File: config.mk
export PLATFORM = sky130hd
export DESIGN_NAME = fibo_gen
export DESIGN_NICKNAME = d
export VERILOG_FILES = /design/src/rtl/fibo_result_checker_pkg.sv /design/src/rtl/fibo_result_checker_gen.sv
export SDC_FILE = /design/constraint.sdc
export NUM_CORES = 1
export LEC_CHECK = 0
export CAP_MARGIN = 20
export CORE_ASPECT_RATIO = 0.7
export CORE_UTILIZATION = 60
export DETAILED_ROUTE_END_ITERATION = 8
export PLACE_DENSITY_LB_ADDON = 0.12
export SYNTH_ARGS = -nofsm -noshare
export SYNTH_HDL_FRONTEND = slang
export SYNTH_SLANG_ARGS = --single-unit
export TNS_END_PERCENT = 5
File: constraint.sdc
create_clock -name clk -period 4.2 [get_ports clk]
set_input_delay 0.42 -clock clk [delete_from_list [all_inputs] [get_ports clk]]
set_output_delay 0.42 -clock clk [all_outputs]
set_load 0.05 [all_outputs]
File: src/rtl/fibo_result_checker_pkg.sv
// Shared types for the post-halt Fibonacci result checker.
// State encoding and sequence seeds used by the FSM and fibo_gen.
package fibo_result_checker_pkg;

    typedef enum logic [1:0] {
        S_IDLE,
        S_REQ,
        S_WAIT,
        S_DONE
    } state_t;

    localparam int FIBO_SEED_PRV = 0;
    localparam int FIBO_SEED_CUR = 1;

endpackage

File: src/rtl/fibo_result_checker_gen.sv
// Expected-value generator: holds the (prev, cur) Fibonacci pair.
// init loads the seed pair; step advances by one term, wrapping mod 2^DATA_W.
module fibo_gen
    import fibo_result_checker_pkg::*;
#(
    parameter int DATA_W = 64
) (
    input  logic              clk,
    input  logic              rst,
    input  logic              i_init,
    input  logic              i_step,
    output logic [DATA_W-1:0] o_exp_cur
);

    logic [DATA_W-1:0] r_prv;
    logic [DATA_W-1:0] r_cur;

    always_ff @(posedge clk or posedge rst) begin
        if (rst) begin
            r_prv <= '0;
            r_cur <= '0;
        end else if (i_init) begin
            r_prv <= DATA_W'(FIBO_SEED_PRV);
            r_cur <= DATA_W'(FIBO_SEED_CUR);
        end else if (i_step) begin
            r_prv <= r_cur;
            r_cur <= r_cur + r_prv;
        end
    end

    assign o_exp_cur = r_cur;

endmodule

# Yosys cells after proc, flatten, opt, wreduce, memory -nomap -nowiden
# Cells that the tools add are included.
[totals] in_bits=4 ff_bits=128 mem_bits_rw=0 latchBits=0 mem_count=0 elab_cells=8 mem_bits_ro=0 output_inout_bits=64
[classes] mux=4 div=0 shifts=0 n_eq_ne=0 n_lt_le_gt_ge=0 mul=0 reduce_logical=1 n_bitwise=0 addsub=1
[op_table] operator="64-bit two-way mux" count=4
[op_table] operator="64-bit adder" count=1
[op_table] operator="2-bit nonzero test" count=1

# Logic depth before layout (Yosys ltp)
# Gate-level depths: netlist of the first run.
[depth] word_depth=3 mapped_depth=13 mapped_depth_nobuf=13

# Worst setup path before layout of the first run
# Ideal clock, no wire load.
[synth_path] path_kind="register -> register" start="reg r_cur[0] (netlist: o_exp_cur[0])" end="reg r_cur[56] (netlist: o_exp_cur[56])" stages_incl_launch_ff=14 synth_period_minus_slack_ps=3170 arrival_time_ps=3040 n_path_buf=0 setup_ps=129 setup_slack_ps=1030 required_time_ps=4071 path_cell_list="dfrtp_1 -> ha_1 -> inv_1 -> fa_1 -> and2b_1 -> o2111ai_1 -> a21oi_2 -> o21ai_2 -> a211oi_2 -> o41ai_4 -> o31ai_4 -> a221oi_2 -> o21ai_0 -> nand3_1"
[synth_via] elab_chain_len=3
[synth_lines] item="start: declaration" line="fibo_result_checker_gen.sv:16" rtl="logic [DATA_W-1:0] r_cur;"
[synth_lines] item="start signal: assignment" line="fibo_result_checker_gen.sv:24" rtl="r_cur <= DATA_W'(FIBO_SEED_CUR);"
[synth_lines] item="start signal: assignment" line="fibo_result_checker_gen.sv:27" rtl="r_cur <= r_cur + r_prv;"
[synth_lines] item="64-bit adder" line="fibo_result_checker_gen.sv:27"
[synth_lines] item="64-bit two-way mux" line="fibo_result_checker_gen.sv:25" rtl="end else if (i_step) begin"
[synth_lines] item="64-bit two-way mux" line="fibo_result_checker_gen.sv:22" rtl="end else if (i_init) begin"
# Every way passes these cells. The select of a mux whose other input is x is not followed.
# A chain may end at the register's enable or synchronous reset.

# Worst setup path in the final report of the first run
[layout_path] start="reg r_cur[0] (netlist: o_exp_cur[0])" end="reg r_cur[62] (netlist: o_exp_cur[62])"
# The elaborated chain is that of the path after synthesis.

==> results of run 1 <==
worst max path at each step:
stage / startpoint / endpoint / cells past startpoint
5_1_grt: o_exp_cur[0]$_DFFE_PP0P_ / o_exp_cur[62]$_DFFE_PP0P_ / 13
3_5_place_dp: o_exp_cur[0]$_DFFE_PP0P_ / o_exp_cur[60]$_DFFE_PP0P_ / 13
3_3_place_gp: o_exp_cur[0]$_DFFE_PP0P_ / o_exp_cur[62]$_DFFE_PP0P_ / 13
4_1_cts: o_exp_cur[0]$_DFFE_PP0P_ / o_exp_cur[62]$_DFFE_PP0P_ / 13
6_report: o_exp_cur[0]$_DFFE_PP0P_ / o_exp_cur[62]$_DFFE_PP0P_ / 13
2_1_floorplan: rst / o_exp_cur[0]$_DFFE_PP0P_ / 1
cells in the final DEF, fill, tap and decap left out, drive strengths merged, types with 4 or more instances in the layout:
cell           instances
nor3b                  7
a21oi                 85
clkdlybuf4s50         65
nor4                   4
clkbuf                20
buf                    5
a21o                  27
o21bai                 6
o211ai                 6
o21a                   6
ha                    63
clkinvlp               5
nor3                  17
a31oi                 11
a311oi                 4
nor2b                  6
o31ai                  4
xor2                  24
mux2i                106
nor2                 160
nand2                 68
a211oi                10
dfrtp                128
inv                   18
and3                   9
o21ai                 56
nand3b                 4
nand2b                 8
nand3                 16
xnor2                 28
nand4                 22
and2                   4
through the flow:
| stage | power (mW) | area (um2) | setup slack [ns] | std cells | utilization |
|---|---|---|---|---|---|
| floorplan | 1.40 | 9030 | 0.367 | 1006 | - |
| detailed placement | 1.45 | 9720 | 0.912 | 1210 | 0.662 |
| global placement | 1.45 | 9720 | 1.02 | 1210 | 0.662 |
| CTS | 3.00 | 10300 | 0.861 | 1242 | 0.704 |
| finish | 2.98 | 10300 | 0.863 | 1242 | 0.704 |
| global route | 3.07 | 10300 | 0.659 | 1242 | 0.704 |
state kept, by name (all words and copies together), names as in the netlist:
| name | cells |
|---|---|
| r_prv | 64 |
| o_exp_cur | 64 |
final cells by class:
cell class / instances / share of cell area
clock buffer: 20 / 0.0442
tap: 195 / 0.0236
sequential: 128 / 0.310
inverter: 17 / 0.00642
clock inverter: 12 / 0.0154
timing repair buffer: 70 / 0.0682
multi-input combinational: 800 / 0.532
power breakdown:
part	internal [mW]	total [mW]	switching, mW	leakage (nW)
clock	0.968	1.56	0.591	0.285
combinational	0.0523	0.174	0.121	2.99
sequential	1.24	1.25	0.00732	1.78
routing by layer:
layer | global-route usage | vias up | share of wire
met5 | 0 | - | 0
met4 | 0.0685 | 0 | 0.011
met3 | 0.0507 | 33 | 0.069
met2 | 0.381 | 317 | 0.40
met1 | 0.472 | 3640 | 0.52
li1 | - | 3690 | -
kinds of logic after synthesis:
group / Yosys count / synth area share
AOI/OAI and AO/OA: 242 / 0.179
xor gates and xnor gates: 52 / 0.0504
adders and majority gates: 64 / 0.0895
buffers and inverters: 78 / 0.0363
DFF: 128 / 0.355
muxes: 106 / 0.118
and+or+nand+nor: 336 / 0.173
==> key figures, run 1 <==
Status
  • Outcome: completed

Drt
  • DRT iter0 DRCs: 578
  • Initial DRT Pass Iterations: 7
  • Via/cell ratio: 6.18
  • Vias: 7680
  • Drt wl/cell: 17.4 um
  • Drt total wl: 21600 um
  • Antenna-violating nets left: 0
  • Residual DRC: 0

Floorplan
  • Die ar.: 0.0156 mm2
  • Die W: 149 um
  • Initial Utilization: 0.615
  • Core Box Area: 0.0147 mm2
  • Die height: 105 um
  • I/O Pins: 68
  • Row count: 37

Clock tree
  • CTS Sinks: 128
  • H-tree depth: 4
  • Clock Latency Late Sink: 0.42 ns
  • CTS tree: done
  • Post-CTS setup buffers: 0
  • CTS Root Cell: clkbuf_16
  • CTS clk-pin slew, worst paths: 0.06 ns
  • Total CTS buffers: 17
  • Post_cts resized: 0
  • Hold-fix buffers, CTS: 0
  • Clock Path Buffers: 2

Timing
  • Final Slew Violations: 0
  • Final Cycle Share: 0.795
  • Final Skew: 0.00956 ns
  • Final hold slack: 0.486 ns
  • Rel. slew slack: 0.353
  • Fin. Hold Viols: 0
  • Slew @ Worst Pin: 0.970 ns
  • RSZ-0062 raised after global routing: no
  • Setup TNS: 0 ns
  • Max Fclk: 0.300 GHz
  • Final worst path period need: 3.34 ns
  • Final Setup Violations: 0

GRT
  • Largest net degree at the start of global routing: 90
  • Initial antenna violation count: 0
  • First-pass GRT wire length: 35900 um
  • GRT Resource Usage Total: 0.288
  • Vias in the first global route: 6947
  • Total global routing overflow: 0

Yosys
  • Top-count cell post-synth: nor2_1
  • Post-Syn Nets: 1074
  • Sequential share of the synthesized area: 0.355
  • #FFs+latches synth: 128
  • Post-synth top area share: 0.355
  • Ys Warns: 0
  • Post-synth top cells: 160 x nor2_1, 128 x dfrtp_1, 106 x mux2i_1
  • Yosys cell types: 72
  • EDFF count, synth: 0
  • Mapped Area: 0.00903 mm2
  • Yosys top cell by area: dfrtp_1
  • Cells after Synth: 1006
  • Predominant post-synthesis flop cell: dfrtp_1
  • Async SR Flop Fraction: 1.00
  • Avg Inst Size Synth: 8.98 um2
  • Synth area leaders: dfrtp_1 35%, mux2i_1 12%, ha_1 8.7%, nor2_1 6.7%, a21oi_1 4.5%

Placement
  • Final HPWL from detailed placement: 15000 um
  • Port-buffer cells: 67
  • RePlAce Congestion: 0.948

Worst setup path
  • Setup crit end kind: register
  • Crit path required time: 4.54 ns
  • Critical Path, Cell by Cell: ha_1 -> inv_1 -> fa_1 -> and2b_1 -> o2111ai_1 -> a21oi_2 -> o31ai_1 -> nand2_1 -> nand2_2 -> o41ai_4 -> a31oi_1 -> xor2_1 -> o21ai_1
  • R2r endpoint: o_exp_cur[62]$_DFFE_PP0P_
  • CP max-delay cell: o41ai_4
  • Worst path top cell family by delay: compound AO/OA/AOI/OAI gates
  • Crit-path max cell delay: 0.54 ns
  • Arr. time, crit path: 3.68 ns
  • Worst reg-to-reg path cell count: 13
  • CP Class: register to register
  • Crit Path Max Fanout: 6
  • Bufs and invs on worst path: 1
  • Crit path launch type: register
  • R2r setup slk: 0.86 ns
  • RR Startpoint: o_exp_cur[0]$_DFFE_PP0P_

Power
  • Maximum VDD drop: 0.201 mV
  • Leak: 5.05 nW
  • Power density over the cells: 288 mW/mm2

Cells and area
  • Seq. cell area: 0.00320 mm2
  • Area occupied by multi-input gates: 0.00550 mm2
  • Fin nets: 1102
  • Share of layout cells above drive strength 1: 0.0611
  • Diodes inserted: 0
  • Area delta synth->final: 14.4%
  • Fillers: 1148

Min path
  • Class of the worst hold path: primary input to async pin

Run
  • Max-cap violations: 0
No activity file was read; power rests on OpenSTA's default activity.
==> run 2: changes to the inputs <==
Clock period 4.2 ns to 3.5 ns, I/O delays scaled along.
==> run 2 against run 1 <==
Effect of this change: sequential power is 20% higher; total power is 16% higher; sequential share of layout area hardly changed; global-route usage is 0.76 points higher; highest routed layer unchanged.
==> key figures, run 2 (synthesized netlist as in run 1, its figures left out) <==
Status
  • Outcome: completed (unchanged)

GRT
  • Vias in the first global route: 6997 (was 6947)
  • First-pass GRT wire length: 36400 um (was 35900 um)
  • GRT Resource Usage Total: 0.296 (was 0.288)
  • Largest net degree at the start of global routing: 92 (was 90)
  • Total global routing overflow: 0 (unchanged)
  • Initial antenna violation count: 0 (unchanged)

Cells and area
  • Commonest non-fill, non-tap cells in the layout: 160 x nor2_1, 128 x dfrtp_1, 106 x mux2i_1 (unchanged)
  • Fin nets: 1106 (was 1102)
  • Area delta synth->final: 14.6% (was 14.4%)
  • Diodes inserted: 0 (unchanged)
  • Fillers: 1121 (was 1148)
  • Commonest non-fill, non-tap cell in the layout: nor2_1 (unchanged)
  • Finished Cell Area: 0.0103 mm2 (about the same)
  • Final Non-Filler Cells: 1242 (unchanged)
  • Share of layout cells above drive strength 1: 0.0602 (was 0.0611)

Placement
  • Placed Area: 0.00977 mm2 (was 0.00972 mm2)
  • Placed cell count: 1212 (was 1210)
  • RePlAce Congestion: 0.958 (was 0.948)
  • Final HPWL from detailed placement: 15400 um (was 15000 um)
  • Port-buffer cells: 67 (unchanged)

Drt
  • DRT iter0 DRCs: 760 (was 578)
  • Residual DRC: 0 (unchanged)
  • Drt wl/cell: 17.8 um (was 17.4 um)
  • Via/cell ratio: 6.18 (about the same)
  • Vias: 7672 (was 7680)
  • Initial DRT Pass Iterations: 5 (was 7)
  • Drt total wl: 22200 um (was 21600 um)
  • Antenna-violating nets left: 0 (unchanged)

Timing
  • Max Fclk: 0.316 GHz (was 0.300 GHz)
  • Final worst path period need: 3.17 ns (was 3.34 ns)
  • Slew @ Worst Pin: 0.872 ns (was 0.970 ns)
  • RSZ-0062 raised after global routing: no (unchanged)
  • Final Skew: 0.00861 ns (was 0.00956 ns)
  • Setup TNS: 0 ns (unchanged)
  • Final Cycle Share: 0.905 (was 0.795)
  • Final Slew Violations: 0 (unchanged)
  • Final Setup Violations: 0 (unchanged)
  • Rel. slew slack: 0.418 (was 0.353)
  • Fin. Hold Viols: 0 (unchanged)

Power
  • Leak: 5.07 nW (was 5.05 nW)
  • Power density over the cells: 333 mW/mm2 (was 288 mW/mm2)
  • Maximum VDD drop: 0.264 mV (was 0.201 mV)

Floorplan
  • Initial Utilization: 0.615 (unchanged)
  • I/O Pins: 68 (unchanged)
  • Row count: 37 (unchanged)
  • Core Box Area: 0.0147 mm2 (unchanged)
  • Die height: 105 um (unchanged)
  • Die ar.: 0.0156 mm2 (unchanged)
  • Die W: 149 um (unchanged)

Clock tree
  • Hold-fix buffers, CTS: 0 (unchanged)
  • Clock Path Buffers: 2 (unchanged)
  • Total CTS buffers: 17 (unchanged)
  • CTS Sinks: 128 (unchanged)
  • CTS tree: done (unchanged)
  • CTS clk-pin slew, worst paths: 0.06 ns (about the same)
  • H-tree depth: 4 (unchanged)
  • CTS Root Cell: clkbuf_16 (unchanged)
  • Clock Latency Late Sink: 0.43 ns (was 0.42 ns)

Worst setup path
  • Crit path launch type: register (unchanged)
  • Crit Path Max Fanout: 5 (was 6)
  • CP Class: register to register (unchanged)
  • Setup crit end kind: register (unchanged)
  • Arr. time, crit path: 3.47 ns (was 3.68 ns)
  • Crit path required time: 3.80 ns (was 4.54 ns)

Run
  • Max-cap violations: 0 (unchanged)

Min path
  • Class of the worst hold path: primary input to async pin (unchanged)
-- run 2: final cells by class --
cell class | instances | area, um2 | area share
clock buffer | 22 | 474 | 0.0458
clock inverter | 6 | 85.1 | 0.00822
inverter | 17 | 67.6 | 0.00653
multi-input combinational | 800 | 5500 | 0.532
sequential | 128 | 3200 | 0.310
tap | 195 | 244 | 0.0236
timing repair buffer | 74 | 772 | 0.0746
-- run 2: power breakdown --
part	total (mW)	switching, mW	internal [mW]
clock network	1.73	0.646	1.08
registers	1.50	0.00945	1.49
logic	0.216	0.148	0.0678
total	3.45	0.804	2.64
-- run 2: path summary, 6_finish.rpt --
kind	from	end	slack, ns	cells past startpoint
min in group clk	i_step	o_exp_cur[49]$_DFFE_PP0P_	0.42	3
worst max-delay path	o_exp_cur[0]$_DFFE_PP0P_	o_exp_cur[56]$_DFFE_PP0P_	0.33	14
worst min register to register	r_prv[57]$_DFFE_PP0P_	r_prv[57]$_DFFE_PP0P_	0.53	2
max in group asynchronous	rst	o_exp_cur[10]$_DFFE_PP0P_	2.48	3
worst min-delay path	rst	o_exp_cur[31]$_DFFE_PP0P_	0.31	2
worst max register to register	o_exp_cur[0]$_DFFE_PP0P_	o_exp_cur[56]$_DFFE_PP0P_	0.33	14
-- run 2: routing by layer --
metal  track usage  part of all wire  up-vias
met1         0.468              0.51     3643
met4        0.0884             0.014        0
met5             0                 0        -
met2         0.402              0.41      318
met3        0.0524             0.072       25
li1              -                 -     3686
-- run 2: worst max-delay path: stages, from the launching register on --
cell       delay (ns)
dfrtp_1          0.39
ha_1             0.22
inv_1            0.07
fa_1             0.37
and2b_1          0.24
o2111ai_1        0.15
a21oi_2          0.15
buf_4            0.15
o21ai_2          0.08
a211oi_2         0.39
o41ai_4          0.15
o31ai_4          0.32
a221oi_2         0.09
o21ai_0          0.17
nand3_1          0.08
-- run 2: timing repair --
item                       in CTS  in global routing
gates resized for setup         0                  0
setup endpoints to repair       0                  2
setup buffers                   0                  2
-- run 2: per-stage QoR --
| step | hold slack, ns | setup WS (ns) | power, mW | utilization |
|---|---|---|---|---|
| floorplan | 0.490 | 0.330 | 1.68 | - |
| global placement | 0.504 | 0.338 | 1.74 | 0.666 |
| detailed placement | 0.516 | 0.263 | 1.74 | 0.666 |
| CTS | 0.316 | 0.250 | 3.46 | 0.704 |
| global route | 0.342 | 0.105 | 3.54 | 0.705 |
| finish | 0.305 | 0.332 | 3.45 | 0.705 |
==> run 3: changes to the inputs <==
Settings changed: CORE_ASPECT_RATIO 0.7 to not set, SKIP_CTS_REPAIR_TIMING set to 1.
==> run 3 against run 2 <==
Effect of this change: combinational power shrank 2%; hold slack gained 0.034 ns; wire length shrank 5.7%; clock power grew 9.8%; cell count shrank 0.32%; largest cell class unchanged; sequential power is essentially flat; sequential share of layout area shrank 0.16 points.
==> key figures, run 3 (synthesized netlist as in run 1, its figures left out) <==
Floorplan
  • Die ar.: 0.0155 mm2 (was 0.0156 mm2)
  • Core Box Area: 0.0146 mm2 (was 0.0147 mm2)
  • Die height: 125 um (was 105 um)
  • Initial Utilization: 0.619 (was 0.615)
  • Die W: 125 um (was 149 um)
  • I/O Pins: 68 (unchanged)
  • Row count: 44 (was 37)

Min path
  • Class of the worst hold path: primary input to register (was primary input to async pin)
  • HP Start: i_init

GRT
  • Global routing's busiest layer: met2 (was met1)
  • Vias in the first global route: 7090 (was 6997)
  • Largest net degree at the start of global routing: 58 (was 92)
  • GR Layer Usage met1: 0.395 (was 0.468)
  • Met2 Use GR: 0.420 (was 0.402)
  • GRT Resource Usage Total: 0.277 (was 0.296)
  • GR Util met3: 0.0567 (was 0.0524)
  • First-pass GRT wire length: 35100 um (was 36400 um)
  • Total global routing overflow: 0 (unchanged)
  • Initial antenna violation count: 0 (unchanged)

Clock tree
  • CTS tree: done (unchanged)
  • CTS Sinks: 128 (unchanged)
  • H-tree depth: 4 (unchanged)
  • Clock Path Buffers: 2 (unchanged)
  • CTS Root Cell: clkbuf_16 (unchanged)
  • Total CTS buffers: 17 (unchanged)
  • Clock Latency Late Sink: 0.43 ns (about the same)
  • CTS clk-pin slew, worst paths: 0.06 ns (about the same)

Timing
  • Final Skew: 0.00811 ns (was 0.00861 ns)
  • Fin. Hold Viols: 0 (unchanged)
  • Setup TNS: 0 ns (unchanged)
  • Setup ws final: 0.301 ns (was 0.332 ns)
  • Final Cycle Share: 0.914 (was 0.905)
  • RSZ-0062 raised after global routing: no (unchanged)
  • Final worst path period need: 3.20 ns (was 3.17 ns)
  • Final Slew Violations: 0 (unchanged)
  • Final Setup Violations: 0 (unchanged)
  • Max Fclk: 0.313 GHz (was 0.316 GHz)
  • Rel. slew slack: 0.446 (was 0.418)
  • Slew @ Worst Pin: 0.831 ns (was 0.872 ns)
  • Final hold slack: 0.339 ns (was 0.305 ns)

Drt
  • Vias: 7490 (was 7672)
  • Residual DRC: 0 (unchanged)
  • Initial DRT Pass Iterations: 5 (unchanged)
  • Antenna-violating nets left: 0 (unchanged)
  • Via/cell ratio: 6.05 (was 6.18)
  • Drt wl/cell: 16.9 um (was 17.8 um)
  • Drt total wl: 20900 um (was 22200 um)
  • DRT iter0 DRCs: 501 (was 760)

Worst setup path
  • Setup crit end kind: register (unchanged)
  • Crit Path Max Fanout: 5 (unchanged)
  • Critical Path, Cell by Cell: ha_1 -> inv_1 -> fa_1 -> and2b_1 -> o2111ai_1 -> a21oi_2 -> buf_4 -> o21ai_2 -> a211oi_2 -> buf_4 -> o41ai_4 -> o31ai_4 -> a221oi_2 -> nand4b_1 -> nand3_1 (was ha_1 -> inv_1 -> fa_1 -> and2b_1 -> o2111ai_1 -> a21oi_2 -> buf_4 -> o21ai_2 -> a211oi_2 -> o41ai_4 -> o31ai_4 -> a221oi_2 -> o21ai_0 -> nand3_1)
  • CP max-delay cell: dfrtp_1 (unchanged)
  • Crit path required time: 3.81 ns (was 3.80 ns)
  • Worst setup startpoint: o_exp_cur[0]$_DFFE_PP0P_ (unchanged)
  • RR Startpoint: o_exp_cur[0]$_DFFE_PP0P_ (unchanged)
  • R2r setup slk: 0.30 ns (was 0.33 ns)
  • Crit-path max cell delay: 0.42 ns (was 0.39 ns)
  • Critical Path Most Common Cell: buf_4
  • Arr. time, crit path: 3.51 ns (was 3.47 ns)
  • CP Class: register to register (unchanged)
  • Crit path launch type: register (unchanged)

Power
  • Clock power share: 0.527 (was 0.502)
  • Power density over the cells: 347 mW/mm2 (was 333 mW/mm2)
  • Maximum VDD drop: 0.361 mV (was 0.264 mV)
  • Power share of the combinational group: 0.059 (was 0.063)
  • Switching pwr: 0.847 mW (was 0.804 mW)
  • Leak: 5.10 nW (was 5.07 nW)
  • Overall power: 3.61 mW (was 3.45 mW)
  • Sw Ratio: 0.234 (was 0.233)
  • Pint: 2.76 mW (was 2.64 mW)
  • Sequential share of power: 0.415 (was 0.435)

Cells and area
  • Area delta synth->final: 15.2% (was 14.6%)
  • Commonest non-fill, non-tap cell in the layout: nor2_1 (unchanged)
  • Fillers: 1130 (was 1121)
  • Fin nets: 1109 (was 1106)
  • Diodes inserted: 0 (unchanged)
  • Commonest non-fill, non-tap cells in the layout: 160 x nor2_1, 128 x dfrtp_1, 106 x mux2i_1 (unchanged)
  • Share of layout cells above drive strength 1: 0.0674 (was 0.0602)

Placement
  • Port-buffer cells: 67 (unchanged)
  • RePlAce Congestion: 0.896 (was 0.958)
  • Post-Place Setup Slack: 0.262 ns (was 0.263 ns)
  • Final HPWL from detailed placement: 14700 um (was 15400 um)

Status
  • Outcome: completed (unchanged)

Run
  • Max-cap violations: 0 (unchanged)
==> run 3: changes by cell type in the layout (fill, tap and decap cells not counted) <==
cell / previous run / this run
clkbuf_1: 2 / 1
clkinv_4: 0 / 4
bufinv_16: 2 / 4
buf_12: 4 / 2
buf_4: 4 / 9
clkinvlp_4: 3 / 4
clkbuf_8: 3 / 1
==> run 3: power by group through the flow <==
stage	Sequential [mW]	Clock (mW)	Combinational (mW)
after global routing	1.50	1.98	0.231
after detailed placement	1.52	0	0.214
after floorplan	1.54	0	0.141
final	1.50	1.90	0.212
after global placement	1.52	0	0.214
after CTS	1.50	1.92	0.215
==> run 3: area by class of cell <==
class                      count  area (um2)  area share
multi-input combinational    800        5500       0.529
sequential                   128        3200       0.308
timing repair buffer          77         769      0.0740
clock buffer                  19         443      0.0426
tap                          184         230      0.0221
clock inverter                13         188      0.0180
inverter                      17        67.6     0.00650
==> run 3: path summary, 6_finish.rpt <==
path | end | cells past startpoint
max | o_exp_cur[56]$_DFFE_PP0P_ | 15
min in group asynchronous | o_exp_cur[31]$_DFFE_PP0P_ | 2
min | r_prv[58]$_DFFE_PP0P_ | 2
min reg2reg | r_prv[3]$_DFFE_PP0P_ | 2
max in group asynchronous | r_prv[60]$_DFFE_PP0P_ | 3
max reg2reg | o_exp_cur[56]$_DFFE_PP0P_ | 15
==> run 3: worst max-delay path, delay by kind of cell, from the launching register on <==
kind            cells  cell delay [ns]
flops               1             0.42
buf+inv             3             0.39
simple gates        3             0.42
compound gates      7             1.42
fa+ha+maj           2             0.40
==> run 3: per-stage QoR <==
stage                     cell area [um2]  utilization  cells
after global routing                10400        0.713   1238
after floorplan                      9030            -   1006
after global placement               9750        0.669   1204
final                               10400        0.713   1238
after CTS                           10400        0.712   1236
after detailed placement             9750        0.669   1204
==> run 3: layer usage <==
layer	routed length [um]	vias up
li1	-	3668
met1	10200	3580
met2	9340	206
met3	1070	36
met4	323	0
met5	0	-
